--- config.mk ---
export PLATFORM = sky130hd
export DESIGN_NAME = div_unit
export DESIGN_NICKNAME = d
export VERILOG_FILES = /design/src/rtl/div_unit.sv
export SDC_FILE = /design/constraint.sdc
export NUM_CORES = 1
export LEC_CHECK = 0
export CORE_AREA = 2 2 141 178
export CTS_BUF_LIST = sky130_fd_sc_hd__clkbuf_2
export CTS_CLUSTER_DIAMETER = 30
export DETAILED_ROUTE_END_ITERATION = 8
export DIE_AREA = 0 0 143 180
export PLACE_DENSITY = 0.79
export SLEW_MARGIN = 20
export SYNTH_ARGS = -nofsm -noshare
export SYNTH_HDL_FRONTEND = slang
export SYNTH_SLANG_ARGS = --single-unit
--- constraint.sdc ---
create_clock -name clk -period 5.9 [get_ports clk]
set_input_delay 1.77 -clock clk [delete_from_list [all_inputs] [get_ports clk]]
set_output_delay 1.77 -clock clk [all_outputs]
set_load 0.02 [all_outputs]
--- src/rtl/div_unit.sv ---
// ---------------------------------------------------------------------------
// div_unit -- multi-cycle iterative restoring divider for DIV / DIVU.
//
// Retires one quotient bit per clock. Results have a fixed latency of WIDTH
// cycles after the accepting start edge, whatever the operand values. The
// quotient is the LO result and the remainder is the HI result. Both feed the
// writeback ALU/divider select. The control unit stalls the pipe while busy=1.
//
// Ports:
//   clk        in   system clock, rising-edge
//   rst        in   synchronous active-high reset (aborts a running division)
//   start      in   division request, sampled only while busy=0
//   is_signed  in   1 = DIV (two's complement), 0 = DIVU; captured with start
//   dividend   in   WIDTH-bit numerator, captured with start
//   divisor    in   WIDTH-bit denominator, captured with start
//   busy       out  high while a division is in progress
//   done       out  one-cycle pulse when quotient/remainder are updated
//   quotient   out  LO result, held until the next completion
//   remainder  out  HI result, held until the next completion
// ---------------------------------------------------------------------------
module div_unit #(
  parameter int WIDTH = 32
) (
  input  logic             clk,
  input  logic             rst,
  input  logic             start,
  input  logic             is_signed,
  input  logic [WIDTH-1:0] dividend,
  input  logic [WIDTH-1:0] divisor,
  output logic             busy,
  output logic             done,
  output logic [WIDTH-1:0] quotient,
  output logic [WIDTH-1:0] remainder
);

  localparam int CW = $clog2(WIDTH + 1);

  // FINISH is the done cycle. It behaves like IDLE, so a start is accepted there.
  typedef enum logic [1:0] {
    S_IDLE,
    S_RUN,
    S_FINISH
  } state_t;

  state_t           state_q,     state_d;
  logic [CW-1:0]    cnt_q,       cnt_d;        // remaining steps
  logic [WIDTH-1:0] rem_q,       rem_d;        // partial remainder (magnitude)
  logic [WIDTH-1:0] quo_q,       quo_d;        // dividend shifts out, quotient shifts in
  logic [WIDTH-1:0] dvsr_q,      dvsr_d;       // divisor magnitude
  logic             neg_quo_q,   neg_quo_d;
  logic             neg_rem_q,   neg_rem_d;
  logic             dz_q,        dz_d;         // divide-by-zero flag
  logic [WIDTH-1:0] raw_dvnd_q,  raw_dvnd_d;   // dividend as captured, for x/0
  logic [WIDTH-1:0] quotient_q,  quotient_d;
  logic [WIDTH-1:0] remainder_q, remainder_d;

  // Operand magnitudes. Negating 0x80..0 gives 0x80..0 back. Read as unsigned,
  // that is the correct magnitude, so the most negative value needs no special case.
  logic             dvnd_neg, dvsr_neg;
  logic [WIDTH-1:0] dvnd_mag, dvsr_mag;

  always_comb begin
    dvnd_neg = is_signed & dividend[WIDTH-1];
    dvsr_neg = is_signed & divisor[WIDTH-1];
    dvnd_mag = dvnd_neg ? (~dividend + 1'b1) : dividend;
    dvsr_mag = dvsr_neg ? (~divisor + 1'b1) : divisor;
  end

  // One restoring step. The partial remainder is always below the divisor, so the
  // shifted value fits in WIDTH+1 bits. Bit WIDTH of the trial difference is then
  // a reliable borrow.
  logic [WIDTH:0]   shifted, trial;
  logic             step_ok;
  logic [WIDTH-1:0] step_rem, step_quo;
  logic [WIDTH-1:0] quo_fin, rem_fin;

  always_comb begin
    shifted  = {rem_q, quo_q[WIDTH-1]};
    trial    = shifted - {1'b0, dvsr_q};
    step_ok  = ~trial[WIDTH];
    step_rem = step_ok ? trial[WIDTH-1:0] : shifted[WIDTH-1:0];
    step_quo = {quo_q[WIDTH-2:0], step_ok};

    // Sign correction is applied to the result of the final step. On divide by
    // zero, the fixed answer overrides any sign rule.
    quo_fin  = dz_q ? {WIDTH{1'b1}}
                    : (neg_quo_q ? (~step_quo + 1'b1) : step_quo);
    rem_fin  = dz_q ? raw_dvnd_q
                    : (neg_rem_q ? (~step_rem + 1'b1) : step_rem);
  end

  always_comb begin
    state_d     = state_q;
    cnt_d       = cnt_q;
    rem_d       = rem_q;
    quo_d       = quo_q;
    dvsr_d      = dvsr_q;
    neg_quo_d   = neg_quo_q;
    neg_rem_d   = neg_rem_q;
    dz_d        = dz_q;
    raw_dvnd_d  = raw_dvnd_q;
    quotient_d  = quotient_q;
    remainder_d = remainder_q;

    unique case (state_q)
      S_IDLE, S_FINISH: begin
        state_d = S_IDLE;
        if (start) begin
          state_d    = S_RUN;
          cnt_d      = CW'(WIDTH);
          rem_d      = '0;
          quo_d      = dvnd_mag;
          dvsr_d     = dvsr_mag;
          neg_quo_d  = dvnd_neg ^ dvsr_neg;
          neg_rem_d  = dvnd_neg;
          dz_d       = (divisor == '0);
          raw_dvnd_d = dividend;
        end
      end

      S_RUN: begin
        rem_d = step_rem;
        quo_d = step_quo;
        cnt_d = cnt_q - 1'b1;
        // The last step and the result write share the same edge.
        if (cnt_q == CW'(1)) begin
          state_d     = S_FINISH;
          quotient_d  = quo_fin;
          remainder_d = rem_fin;
        end
      end

      default: state_d = S_IDLE;
    endcase
  end

  always_ff @(posedge clk) begin
    if (rst) begin
      state_q     <= S_IDLE;
      cnt_q       <= '0;
      rem_q       <= '0;
      quo_q       <= '0;
      dvsr_q      <= '0;
      neg_quo_q   <= 1'b0;
      neg_rem_q   <= 1'b0;
      dz_q        <= 1'b0;
      raw_dvnd_q  <= '0;
      quotient_q  <= '0;
      remainder_q <= '0;
    end else begin
      state_q     <= state_d;
      cnt_q       <= cnt_d;
      rem_q       <= rem_d;
      quo_q       <= quo_d;
      dvsr_q      <= dvsr_d;
      neg_quo_q   <= neg_quo_d;
      neg_rem_q   <= neg_rem_d;
      dz_q        <= dz_d;
      raw_dvnd_q  <= raw_dvnd_d;
      quotient_q  <= quotient_d;
      remainder_q <= remainder_d;
    end
  end

  assign busy      = (state_q == S_RUN);
  assign done      = (state_q == S_FINISH);
  assign quotient  = quotient_q;
  assign remainder = remainder_q;

endmodule
After elaboration in Yosys (flattened, before gate mapping)
Cells that the tools add are included.

Eq/ne operators: 5. Add/subtract/negate cells: 6. Bitwise operators: 8. Multiplexer cells: 16. Reduce and logical (&&, ||, !) cells: 7.

Operator list (count): $mux W32 (9); $add A32 B1 Y32 const B (4); $not A32 Y32 (4); $pmux W32 S2 (2); $sub A33 B32 Y33 (1); $logic_not A32 Y1 (1); $pmux W6 S2 (1); $eq A6 B1 Y1 const B (1); $mux W6 (1); $reduce_and A2 Y1 (3); $sub A6 B1 Y6 const B (1); $pmux W2 S2 (1); $and A1 B1 Y1 (2); $eq A2 B1 Y1 const B (1); $eq A2 B2 Y1 const B (1); $logic_not A2 Y1 (1); $mux W2 (1); $ne A2 B1 Y1 const B (1); $ne A2 B2 Y1 const B (1); $reduce_bool A2 Y1 (1); $reduce_or A2 Y1 (1); $mux W1 (1); $not A1 Y1 (1); $xor A1 B1 Y1 (1).

Output and inout port bits: 66. Flip-flop bits (word level): 203. Word-level logic and storage cells: 53. Input bits: 68.

Longest topological paths before layout
Gate-level depths: netlist (run 1).

Word-level depth: 6. Gate-level depth with buffers: 23. Mapped depth without buffers: 21.

Worst setup path before layout (run 1)
No wires, ideal clock.

Kind: register to register. Start point: reg quo_q[31]. End point: reg remainder_q[28], in the netlist remainder[28]. Required time: 5.805 ns. Stages on the path, launching flop included: 24. Path buffers: 2. Setup time: 0.095 ns. Period minus slack after synthesis: 5.588 ns. Arrival time: 5.493 ns. Path slack: 0.312 ns. Cell sequence: dfxtp_1 -> inv_1 -> ha_1 -> inv_1 -> fa_1 -> a211oi_2 -> o31a_4 -> a2111oi_4 -> o21ai_2 -> mux2i_2 -> nor2_2 -> clkbuf_1 -> clkbuf_1 -> nand2_1 -> o21ai_0 -> ha_1 -> nand2_1 -> or4_1 -> nor4_1 -> a21oi_1 -> or3_1 -> o31ai_2 -> xnor2_1 -> a221oi_1.

Longest elaborated chain between the ends: 6.

Ends and longest elaborated chain: start: declaration (RTL line 48) `logic [WIDTH-1:0] quo_q, quo_d;`; start signal: assignment (RTL line 154) `quo_q <= quo_d;`; $sub A33 B32 Y33 (RTL line 79) `trial = shifted - {1'b0, dvsr_q};`; $mux W32 (*) (RTL line 81) `step_rem = step_ok ? trial[WIDTH-1:0] : shifted[WIDTH-1:0];`; $not A32 Y32 (RTL line 89) `: (neg_rem_q ? (~step_rem + 1'b1) : step_rem);`; $add A32 B1 Y32 (RTL line 89); $mux W32 (*) (RTL line 89); $mux W32 (*) (RTL line 88) `rem_fin = dz_q ? raw_dvnd_q`; end signal: assignment (RTL line 161) `remainder_q <= remainder_d;`; end: declaration (RTL line 55) `logic [WIDTH-1:0] remainder_q, remainder_d;`.

Mark *: on every way between the ends. The rest lies on a longest branch, timed or not. A chain may end at the register's enable or synchronous reset.

Worst setup path after layout (run 1)
Start point: reg quo_q[31]. End point: reg remainder_q[24], in the netlist remainder[24].

Same word-level chain as after synthesis.

==> metrics.log, run 1 <==
[metrics] status: completed
[metrics] core area: 0.0241 mm2
[metrics] clock network fraction of total power: 0.277
[metrics] clock latency on the worst-skew pair: about 830 ps
[metrics] H-tree Lvls: 2
[metrics] most numerous cell types in the synthesized netlist: nand2_1 (252), dfxtp_1 (203), nor2_1 (191)
[metrics] worst slack after detailed placement: 586 ps
[metrics] total power: 3.47 mW
[metrics] placed wire-length estimate after detailed placement: 30.6 mm
[metrics] share of the clock period used by the worst path: 0.914
[metrics] height of the die: 180 um
[metrics] Crit Path Max Fanout: 7
[metrics] CTS-repair resized insts: 0
[metrics] wire length of the first global-routing pass: about 65 mm
[metrics] Worst Reg2Reg Path Length in Cells: 20
[metrics] area enclosed by the die boundary: roughly 0.026 mm2
[metrics] first element of the critical path: quo_q[31]
[metrics] number of global-route vias before repair: 12400
[metrics] max-slew violations: 0
[metrics] fraction of final layout cells sized beyond drive strength 1: 0.0749
[metrics] FF+latch count, synth: between 200 and 250
[metrics] shortest clock period the worst path allows after layout: roughly 5400 ps
[metrics] share of total power consumed by net switching: 0.370
[metrics] Post-Synthesis Cells: between 1500 and 2000
[metrics] Post-Route Skew: 78.3 ps
[metrics] global placement routability congestion: 0.952
[metrics] internal portion of total power: 2.19 mW
[metrics] fraction of the mapped netlist area in simple logic gates: 0.227
[metrics] Worst Setup Start Kind: flop
[metrics] average via count per standard cell: 6.02
[metrics] kind of path behind the tightest hold check: flop to flop
[metrics] synthesized netlist net count: between 1500 and 2000
[metrics] asr flop ratio synth: 0
[metrics] ANT nets after route: 0
[metrics] Root Buffer: clkbuf_2
[metrics] DR DRC count: 0
[metrics] clock-pin slew on the worst setup and hold paths: between 100 and 150 ps
[metrics] ratio of total power to cell area: 235 mW/mm2
[metrics] Initial DRC Count: 1109
[metrics] largest area contributor in the synthesized netlist: dfxtp_1
[metrics] Cell variety after synth: 83
[metrics] area fraction of the dominant cell type after synthesis: 0.317
[metrics] Final Net Count: 1898
[metrics] worst min-delay path startpoint: dvsr_q[26]
[metrics] antenna violations before repair: 1
[metrics] slew margin rel.: 0.274
[metrics] standard-cell rows: 64
[metrics] number of enable flip-flop cells after synthesis: 0
[metrics] combinational family with the most area after synthesis: compound AO/OA/AOI/OAI gates
[metrics] leading post-synthesis cells by cell area: dfxtp_1 (32%), nand2_1 (7.4%), a21oi_1 (6.3%)
[metrics] aggregate global-route resource usage: 0.314
[metrics] switching power: 1.29 mW
[metrics] routed len/inst: 19.0 um
[metrics] source of the worst register-to-register timing path: quo_q[31]
[metrics] # hold bufs at CTS: 0
[metrics] fraction of power consumed by sequential logic: 0.437
[metrics] type of destination of the critical path: flop
[metrics] critical path class: flop to flop
[metrics] proportion of synthesized area in mux cells: 0.0287
[metrics] DR pass1 iterations: 8
[metrics] mean instance size in the synthesized netlist: 7.56 um2
[metrics] port buffer count: 133
[metrics] combinational power share: 0.286
[metrics] most numerous cell in the Yosys netlist: nand2_1
[metrics] dominant register cell in the synthesized netlist: dfxtp_1
[metrics] number of top-level pins: 134
[metrics] post-synthesis sequential area ratio: 0.317
[metrics] Remaining Overflow, GRT: 0
[metrics] TritonCTS clock tree: done
[metrics] count of buffers added by post-CTS timing repair for setup: 0
[metrics] Fin Hold WS: 458 ps
[metrics] final core utilization: 0.613
[metrics] Crit Reg-Reg Endpoint: remainder[24]
[metrics] total of warnings raised by yosys: 0
[metrics] worst hold endpoint: dvsr_q[26]
[metrics] setup violation total in the final timing report: 0
[metrics] initial standard-cell utilization of the core: 0.531
[metrics] final hold viol count: 0
[metrics] number of buffers on the longest clock path: 3
[metrics] Synth Area in XOR/XNOR: 0.0876
[metrics] arrival time worst endpoint: 6070 ps
[metrics] worst-case register-to-register setup slack: 510 ps
[metrics] # Max-Cap Violations: 0
[metrics] required time at the worst-slack endpoint: around 6600 ps
[metrics] area share of fa/ha/maj cells after synthesis: 0.0387
[metrics] fin worst setup slack: 507 ps
[metrics] Num Clock Sinks: 203
[metrics] number of vias after detailed routing: 13000
[metrics] cell count of the worst hold path: 2
[metrics] slew at the pin with the worst max-slew slack: 1090 ps
[metrics] post-synthesis to final-layout area growth: 15.4%
[metrics] Static Leakage: 5.43 nW
[metrics] compound-cell area share of the yosys netlist: 0.252
[metrics] peak supply drop: just under 0.2 mV
[metrics] maximum number of pins on one net before global-route repair: approximately 110
[metrics] RSZ-0062 raised after global routing: false
[metrics] Post-Route WL: just over 40 mm
[metrics] clock buffer count from CTS: 51
[metrics] accumulated negative setup slack: 0 ps
[metrics] fmax: 185 MHz
[metrics] chip width: 143 um
[metrics] Cell Area, Synth: between 0.01 and 0.015 mm2
-- per-layer routing --
| layer | share of wire | global-route usage | up-vias |
|---|---|---|---|
| li1 | - | - | 6287 |
| met1 | 0.40 | 0.378 | 6087 |
| met2 | 0.49 | 0.539 | 513 |
| met3 | 0.060 | 0.0432 | 100 |
| met4 | 0.056 | 0.165 | 0 |
| met5 | 0 | 0 | - |
-- cell type report --
type | instances | area [um2]
fill | 2240 | 9340
antenna | 1 | 2.50
timing repair buffer | 152 | 1480
multi-input combinational | 1330 | 8150
tap | 330 | 413
clock buffer | 73 | 365
clock inverter | 17 | 98.8
sequential | 203 | 4060
inverter | 53 | 199
-- power by group through the flow --
stage          combinational [mW]  clock (mW)  sequential (mW)
2_1_floorplan               0.682           0             1.53
3_3_place_gp                0.965           0             1.54
3_5_place_dp                0.973           0             1.55
4_1_cts                     0.980       0.983             1.51
5_1_grt                      1.08        1.05             1.52
6_report                    0.994       0.963             1.52
-- cell usage in the layout, fill, tap and decap left out, types with 14 or more instances in the layout --
| cell | instances |
|---|---|
| or4_1 | 14 |
| nor4_1 | 21 |
| nand3_1 | 23 |
| o31ai_1 | 23 |
| a22oi_1 | 45 |
| xnor2_1 | 49 |
| nor3_1 | 38 |
| dfxtp_1 | 203 |
| o21ai_0 | 80 |
| mux2i_1 | 26 |
| a31oi_1 | 15 |
| xor2_1 | 79 |
| nor2_1 | 188 |
| a21oi_1 | 162 |
| inv_1 | 52 |
| a211oi_1 | 62 |
| or3_1 | 20 |
| a311oi_1 | 17 |
| nor2b_1 | 18 |
| ha_1 | 38 |
| clkbuf_2 | 73 |
| buf_4 | 19 |
| nand2_1 | 252 |
| clkdlybuf4s50_1 | 132 |
-- cell families after synthesis --
logic type,count (synthesis)
flip-flops,203
AO/OA/AOI/OAI,485
XOR/XNOR,128
adder cells (fa/ha/maj),39
AND/OR/NAND/NOR,643
multiplexers,35
buffers and inverters,161
-- sequential cells by signal (all words and copies together), names as in the netlist, 2 cells and up --
name,flops
dvsr_q,32
quo_q,32
quotient,32
raw_dvnd_q,32
rem_q,32
remainder,32
cnt_q,6
state_q,2
-- worst max-delay path, cell delays in order (launching register included) --
cell       delay [ps]
dfxtp_1           400
inv_1              60
ha_1              220
inv_1              70
fa_1              230
a211oi_2          110
o31a_4            370
a2111oi_4         540
o21ai_2           150
mux2i_2           310
nor2_4            100
o21ai_0           340
ha_1              280
nand2_1            80
or4_1             580
nor4_1            210
a21oi_1           150
or3_1             420
nor4_1            280
o21ai_0           110
a311oi_1          250
-- worst max-delay path by stage --
stage | to | slack (ps) | cells past startpoint
5_1_grt | remainder[30] | 130 | 20
6_report | remainder[24] | 510 | 20
2_1_floorplan | remainder[28] | 310 | 23
3_5_place_dp | remainder[24] | 590 | 20
4_1_cts | remainder[24] | 490 | 20
3_3_place_gp | remainder[24] | 780 | 20
-- through the flow --
stage / cells / instance area [um2]
6_report: 2159 / 14800
5_1_grt: 2159 / 14800
4_1_cts: 2158 / 14800
3_5_place_dp: 2068 / 14300
3_3_place_gp: 2068 / 14300
2_1_floorplan: 1694 / 12800
(Power assumes the default switching activity.)
==> run 2, diff against run 1 <==
--- a/config.mk
+++ b/config.mk
@@ -10,6 +10,7 @@
 export CTS_CLUSTER_DIAMETER = 30
 export DETAILED_ROUTE_END_ITERATION = 8
 export DIE_AREA = 0 0 143 180
+export GPL_TIMING_DRIVEN = 0
 export PLACE_DENSITY = 0.79
 export SLEW_MARGIN = 20
 export SYNTH_ARGS = -nofsm -noshare
==> run 2 against run 1 <==
- hold slack improved by 8.0 ps
- die area did not move
- global-route usage rose by 5.9 points
- combinational power rose by 9.7%
- first-iteration DRC count fell by 0.81%
- cell count rose by 4.4%
- power rose by 3.3%
- cell area rose by 2.3%
- highest routed layer unchanged
==> metrics.log, run 2 (synthesized netlist as in run 1, its figures left out) <==
[metrics] post-synthesis to final-layout area growth: 18.1%
[metrics] global placement routability congestion: 0.998 (+4.8%)
[metrics] stage delay of the slowest cell on the critical path: 550 ps (-30 ps)
[metrics] placed wire-length estimate after detailed placement: 38.4 mm (+25%)
[metrics] Worst Reg2Reg Path Length in Cells: 23 (+15%)
[metrics] H-tree Lvls: 2 (unchanged)
[metrics] final hold viol count: 0 (unchanged)
[metrics] Static Leakage: 5.50 nW (+1.3%)
[metrics] Crit Reg-Reg Endpoint: remainder[10]
[metrics] Final Net Count: 1994 (+5.1%)
[metrics] shortest clock period the worst path allows after layout: 5720 ps (+324 ps)
[metrics] Crit Path Max Fanout: 10 (+3)
[metrics] Post-Route WL: 48.6 mm (+19%)
[metrics] clock-pin slew on the worst setup and hold paths: 120 ps (about the same)
[metrics] Initial DRC Count: 1100 (-0.81%)
[metrics] number of buffers on the longest clock path: 3 (unchanged)
[metrics] share of the clock period used by the worst path: 0.969 (+0.0549)
[metrics] routed len/inst: 21.5 um (+14%)
[metrics] clock latency on the worst-skew pair: 880 ps (+50 ps)
[metrics] maximum number of pins on one net before global-route repair: 16 (-86%)
[metrics] source of the worst register-to-register timing path: quo_q[31]
[metrics] wire length of the first global-routing pass: 74.2 mm (+14%)
[metrics] aggregate global-route resource usage: 0.373 (+0.0589)
[metrics] standard-cell rows: 64 (unchanged)
[metrics] core area: 0.0241 mm2 (unchanged)
[metrics] arrival time worst endpoint: 6520 ps (+450 ps)
[metrics] total power: 3.59 mW (+3.3%)
[metrics] ANT nets after route: 0 (unchanged)
[metrics] DR pass1 iterations: 6 (-2)
[metrics] average via count per standard cell: 6.17 (+2.5%)
[metrics] fmax: 175 MHz (-5.7%)
[metrics] status: completed
[metrics] critical path class: flop to flop
[metrics] clock buffer count from CTS: 56 (+9.8%)
[metrics] kind of path behind the tightest hold check: flop to flop
[metrics] area enclosed by the die boundary: 0.0257 mm2 (unchanged)
[metrics] number of global-route vias before repair: 13400 (+8.0%)
[metrics] DR DRC count: 0 (unchanged)
[metrics] port buffer count: 132 (-0.75%)
[metrics] number of vias after detailed routing: 13900 (+7.0%)
[metrics] most used cells in the layout excluding fill and tap cells: nand2_1 (252), dfxtp_1 (202), nor2_1 (191)
[metrics] most common cell after layout, fill and taps aside: nand2_1
[metrics] number of top-level pins: 134 (unchanged)
[metrics] worst hold endpoint: remainder[8]
[metrics] ratio of total power to cell area: 237 mW/mm2 (+0.96%)
[metrics] initial standard-cell utilization of the core: 0.531 (unchanged)
[metrics] slew at the pin with the worst max-slew slack: 990 ps (-98.7 ps)
[metrics] Fin Hold WS: 466 ps (+8.02 ps)
[metrics] # Max-Cap Violations: 0 (unchanged)
[metrics] type of destination of the critical path: flop
[metrics] Num Clock Sinks: 203 (unchanged)
[metrics] TritonCTS clock tree: done
[metrics] cell with the largest stage delay on the worst path: or4_4
[metrics] antenna violations before repair: 1 (unchanged)
[metrics] fraction of final layout cells sized beyond drive strength 1: 0.0681 (-0.00682)
[metrics] worst-case register-to-register setup slack: 180 ps (-320 ps)
[metrics] setup violation total in the final timing report: 0 (unchanged)
[metrics] chip width: 143 um (unchanged)
[metrics] Root Buffer: clkbuf_2
[metrics] Multi-input gate area: 0.00818 mm2 (+0.32%)
[metrics] peak supply drop: 0.240 mV (+21%)
[metrics] slew margin rel.: 0.334 (+0.0597)
[metrics] worst min-delay path startpoint: remainder[8]
[metrics] Worst Setup Start Kind: flop
[metrics] max-slew violations: 0 (unchanged)
[metrics] height of the die: 180 um (unchanged)
[metrics] Post-Route Skew: 121 ps (+42.7 ps)
[metrics] Remaining Overflow, GRT: 0 (unchanged)
[metrics] required time at the worst-slack endpoint: 6700 ps (+120 ps)
[metrics] sequence of cells on the critical path: inv_1, ha_1, inv_1, fa_1, a211oi_4, o31a_4, a2111oi_4, buf_4, o21ai_2, mux2i_4, nor2_4, buf_4, buf_6, o21ai_2, ha_2, nand2_1, or4_4, or4_1, o31a_1, o21ai_0, xor2_1, nand2_1, a311oi_1
[metrics] Sequential Area: 0.00407 mm2 (about the same)
[metrics] cell count of the worst hold path: 2 (unchanged)
[metrics] Fill cells: 2290 (+2.2%)
## run 2: critical path, delay by kind of cell, from the launching register on
| kind | cells | cell delay, ps |
|---|---|---|
| buffers and inverters | 5 | 690 |
| AO/OA/AOI/OAI | 8 | 1610 |
| adder cells (fa/ha/maj) | 3 | 930 |
| multiplexers | 1 | 350 |
| XOR/XNOR | 1 | 350 |
| AND/OR/NAND/NOR | 5 | 1300 |
| flip-flops | 1 | 370 |
## run 2: stage by stage
stage                     cell area, um2  setup slack, ps  cells  TNS (ps)   util
after floorplan                    12800              312   1694         0      -
after global placement             14500            -1320   2156    -14040  0.603
after detailed placement           14500            -1290   2156    -13320  0.603
after CTS                          15100             16.7   2254         0  0.625
after global routing               15100            -15.0   2254     -18.0  0.627
final                              15100              183   2254         0  0.627
## run 2: worst max path at each step
stage / from / end / slack, ps / depth (start not counted)
3_5_place_dp: quo_q[31] / remainder[28] / -1290 / 23
4_1_cts: quo_q[31] / remainder[24] / 20 / 23
3_3_place_gp: quo_q[31] / remainder[28] / -1320 / 23
6_report: quo_q[31] / remainder[10] / 180 / 23
2_1_floorplan: quo_q[31] / remainder[28] / 310 / 23
5_1_grt: quo_q[31] / remainder[24] / -10 / 23
## run 2: repair_timing
item                                    4_1_cts  5_1_grt
pin swaps                                     2        1
endpoints found under the setup margin       14       14
resized for setup                             9       10
hold endpoints to repair                      0        0
setup buffers                                 4        0
hold buffers                                  0        0
## run 2: per-layer routing
layer | global-route usage | vias up | wire length, um | share of wire
met4 | 0.297 | 0 | 4740 | 0.098
li1 | - | 6482 | - | -
met2 | 0.620 | 684 | 22800 | 0.47
met5 | 0 | - | 0 | 0
met3 | 0.0541 | 218 | 2980 | 0.061
met1 | 0.422 | 6515 | 18100 | 0.37
## run 2: power breakdown
part / internal (mW) / leakage [nW] / switching, mW
combinational: 0.388 / 3.50 / 0.699
clock: 0.369 / 0.349 / 0.622
sequential: 1.44 / 1.66 / 0.0694
## run 2: cell type report
cell class,count,area share
clock inverter,26,0.00919
sequential,203,0.269
timing repair buffer,136,0.0894
antenna,1,0.000166
clock buffer,68,0.0225
buffer,107,0.0282
multi-input combinational,1330,0.541
tap,330,0.0273
inverter,53,0.0132
==> run 3, diff against run 2 <==
--- a/config.mk
+++ b/config.mk
@@ -5,13 +5,13 @@
 export SDC_FILE = /design/constraint.sdc
 export NUM_CORES = 1
 export LEC_CHECK = 0
-export CORE_AREA = 2 2 141 178
+export CORE_AREA = 2 2 150 188
 export CTS_BUF_LIST = sky130_fd_sc_hd__clkbuf_2
 export CTS_CLUSTER_DIAMETER = 30
 export DETAILED_ROUTE_END_ITERATION = 8
-export DIE_AREA = 0 0 143 180
+export DIE_AREA = 0 0 152 190
 export GPL_TIMING_DRIVEN = 0
-export PLACE_DENSITY = 0.79
+export PLACE_DENSITY = 0.71
 export SLEW_MARGIN = 20
 export SYNTH_ARGS = -nofsm -noshare
 export SYNTH_HDL_FRONTEND = slang
==> run 3 against run 2 <==
- the flow now finishes with violations (DRC)
- combinational power is essentially flat
- register-to-register slack gained 50 ps
- highest routed layer unchanged
- cell count grew 0.31%
- largest power group unchanged
- non-clock buffer count shrank 1
- cell area is essentially flat
- die area grew 12%
- critical path depth grew 1
- largest cell class unchanged
- clock skew shrank 50 ps
- fmax grew 0.95%
- power is essentially flat
- core utilization shrank 7.4 points
==> metrics.log, run 3 (synthesized netlist as in run 1, its figures left out) <==
[metrics] slew margin rel.: 0.292 (-0.0418)
[metrics] area post-placement: 0.0146 mm2 (+0.17%)
[metrics] ANT nets after route: 0 (unchanged)
[metrics] type of destination of the critical path: flop
[metrics] most common cell after layout, fill and taps aside: nand2_1
[metrics] # Max-Cap Violations: 0 (unchanged)
[metrics] Post-Route WL: 48.5 mm (about the same)
[metrics] cell count of the worst hold path: 2 (unchanged)
[metrics] shortest clock period the worst path allows after layout: 5660 ps (-54.0 ps)
[metrics] port buffer count: 132 (unchanged)
[metrics] maximum number of pins on one net before global-route repair: 15 (-1)
[metrics] critical path class: flop to flop
[metrics] Num Clock Sinks: 203 (unchanged)
[metrics] ratio of total power to cell area: 238 mW/mm2 (+0.16%)
[metrics] required time at the worst-slack endpoint: 6640 ps (-60 ps)
[metrics] violated checks: DRC
[metrics] Final Net Count: 1990 (-0.20%)
[metrics] TritonCTS clock tree: done
[metrics] placed wire-length estimate after detailed placement: 38.6 mm (+0.63%)
[metrics] clock latency on the worst-skew pair: 890 ps (about the same)
[metrics] initial standard-cell utilization of the core: 0.469 (-0.0624)
[metrics] Fill cells: 2736 (+19%)
[metrics] H-tree Lvls: 2 (unchanged)
[metrics] max-slew violations: 0 (unchanged)
[metrics] number of buffers on the longest clock path: 3 (unchanged)
[metrics] final hold viol count: 0 (unchanged)
[metrics] Crit Path Max Fanout: 10 (unchanged)
[metrics] final core utilization: 0.553 (-0.0742)
[metrics] DR DRC count: 2 (+2)
[metrics] Sequential Area: 0.00407 mm2 (unchanged)
[metrics] Fin Hold WS: 457 ps (-8.62 ps)
[metrics] average via count per standard cell: 6.03 (-2.2%)
[metrics] Worst Reg2Reg Path Length in Cells: 24 (+4.3%)
[metrics] standard-cell rows: 68 (+6.3%)
[metrics] status: complete, but fails checks
[metrics] fraction of final layout cells sized beyond drive strength 1: 0.0676 (-0.000548)
[metrics] source of the worst register-to-register timing path: quo_q[31]
[metrics] post-synthesis to final-layout area growth: 17.9% (about the same)
[metrics] setup violation total in the final timing report: 0 (unchanged)
[metrics] Remaining Overflow, GRT: 0 (unchanged)
[metrics] Root Buffer: clkbuf_2
[metrics] Post-Route Skew: 71.4 ps (-49.5 ps)
[metrics] total non-filler cell area in the finished layout: 0.0151 mm2 (about the same)
[metrics] share of the clock period used by the worst path: 0.960 (-0.00915)
[metrics] area enclosed by the die boundary: 0.0289 mm2 (+12%)
[metrics] worst min-delay path startpoint: remainder[7]
[metrics] clock-pin slew on the worst setup and hold paths: 90 ps (-30 ps)
[metrics] aggregate global-route resource usage: 0.328 (-0.0453)
[metrics] core area: 0.0273 mm2 (+13%)
[metrics] peak supply drop: 0.200 mV (-17%)
[metrics] Static Leakage: 5.50 nW (about the same)
[metrics] accumulated negative setup slack: 0 ps (unchanged)
[metrics] antenna violations before repair: 2 (+1)
[metrics] number of vias after detailed routing: 13600 (-1.9%)
[metrics] Multi-input gate area: 0.00816 mm2 (-0.14%)
[metrics] # hold bufs at CTS: 0 (unchanged)
[metrics] DR pass1 iterations: 8 (+2)
[metrics] worst hold endpoint: remainder[7]
[metrics] Crit Reg-Reg Endpoint: remainder[10]
[metrics] worst-case register-to-register setup slack: 240 ps (+50 ps)
[metrics] clock buffer count from CTS: 53 (-5.4%)
[metrics] global placement routability congestion: 1.00 (+0.14%)
[metrics] wire length of the first global-routing pass: 74.0 mm (-0.28%)
[metrics] routed len/inst: 21.5 um (-0.37%)
[metrics] fmax: 177 MHz (+0.95%)
[metrics] kind of path behind the tightest hold check: flop to flop
[metrics] height of the die: 190 um (+5.6%)
[metrics] arrival time worst endpoint: 6400 ps (-120 ps)
[metrics] Initial DRC Count: 1087 (-1.2%)
[metrics] RSZ-0062 raised after global routing: false
[metrics] total power: 3.59 mW (about the same)
[metrics] chip width: 152 um (+6.3%)
[metrics] Worst Setup Start Kind: flop
[metrics] number of global-route vias before repair: 13200 (-1.9%)
[metrics] number of top-level pins: 134 (unchanged)
[metrics] slew at the pin with the worst max-slew slack: 1050 ps (+57.1 ps)
[metrics] most used cells in the layout excluding fill and tap cells: nand2_1 (252), dfxtp_1 (202), nor2_1 (191)
==> run 3: final cells by class <==
| type | count | share of cell area |
|---|---|---|
| Inverter | 53 | 0.0132 |
| Buffer | 107 | 0.0285 |
| Multi-Input combinational cell | 1330 | 0.541 |
| Clock inverter | 10 | 0.00638 |
| Timing Repair Buffer | 135 | 0.0890 |
| Antenna cell | 2 | 0.000332 |
| Tap cell | 350 | 0.0290 |
| Sequential cell | 203 | 0.269 |
| Clock buffer | 71 | 0.0235 |
==> run 3: worst max-delay path, cell delays in order (launching register included) <==
cell and delay [ps]:
dfxtp_2 430, inv_1 60, ha_1 240, inv_1 80, fa_1 270, a211oi_4 100, o31a_4 370, a2111oi_4 280
buf_4 190, o21ai_2 100, mux2i_4 230, nor2_4 150, buf_6 190, buf_6 200, nand2_1 110, o21ai_4 90
ha_2 250, nand2_1 70, or4_1 600, or4_1 430, o31a_1 130, o21ai_0 210, xor2_1 270, nand2_1 170
a311oi_1 300
==> run 3: worst max path at each step <==
stage | start | endpoint | slack (ps) | cells past startpoint
global placement | quo_q[31] | remainder[10] | -1210 | 23
CTS | quo_q[31] | remainder[10] | 10 | 23
detailed placement | quo_q[31] | remainder[30] | -1220 | 23
finish | quo_q[31] | remainder[10] | 240 | 24
floorplan | quo_q[31] | remainder[28] | 310 | 23
global route | quo_q[31] | remainder[10] | 10 | 24
==> run 3: per-stage QoR <==
stage	instances	setup slack (ps)
finish	2261	237
global route	2260	13.6
detailed placement	2176	-1220
CTS	2260	11.9
floorplan	1694	312
global placement	2176	-1210
==> run 3: report_power, final <==
group,leakage (nW),internal [mW],switching (mW),total [mW]
Combinational,3.50,0.384,0.690,1.07
Clock,0.350,0.408,0.595,1.00
Sequential,1.66,1.44,0.0727,1.51
Total,5.50,2.23,1.36,3.59
==> run 3: routing by layer <==
layer  vias up  GRT usage  share of wire
met5         -          0              0
met4         0      0.245          0.083
met3       159     0.0442          0.057
met1      6469      0.367           0.38
li1       6453          -              -
met2       555      0.569           0.48
==> run 3: repair_timing <==
| item | in CTS | in global routing |
|---|---|---|
| setup endpoints to repair | 14 | 13 |
| gates resized for setup | 9 | 8 |
| buffers inserted | 3 | 0 |
| pin swaps | 2 | 0 |
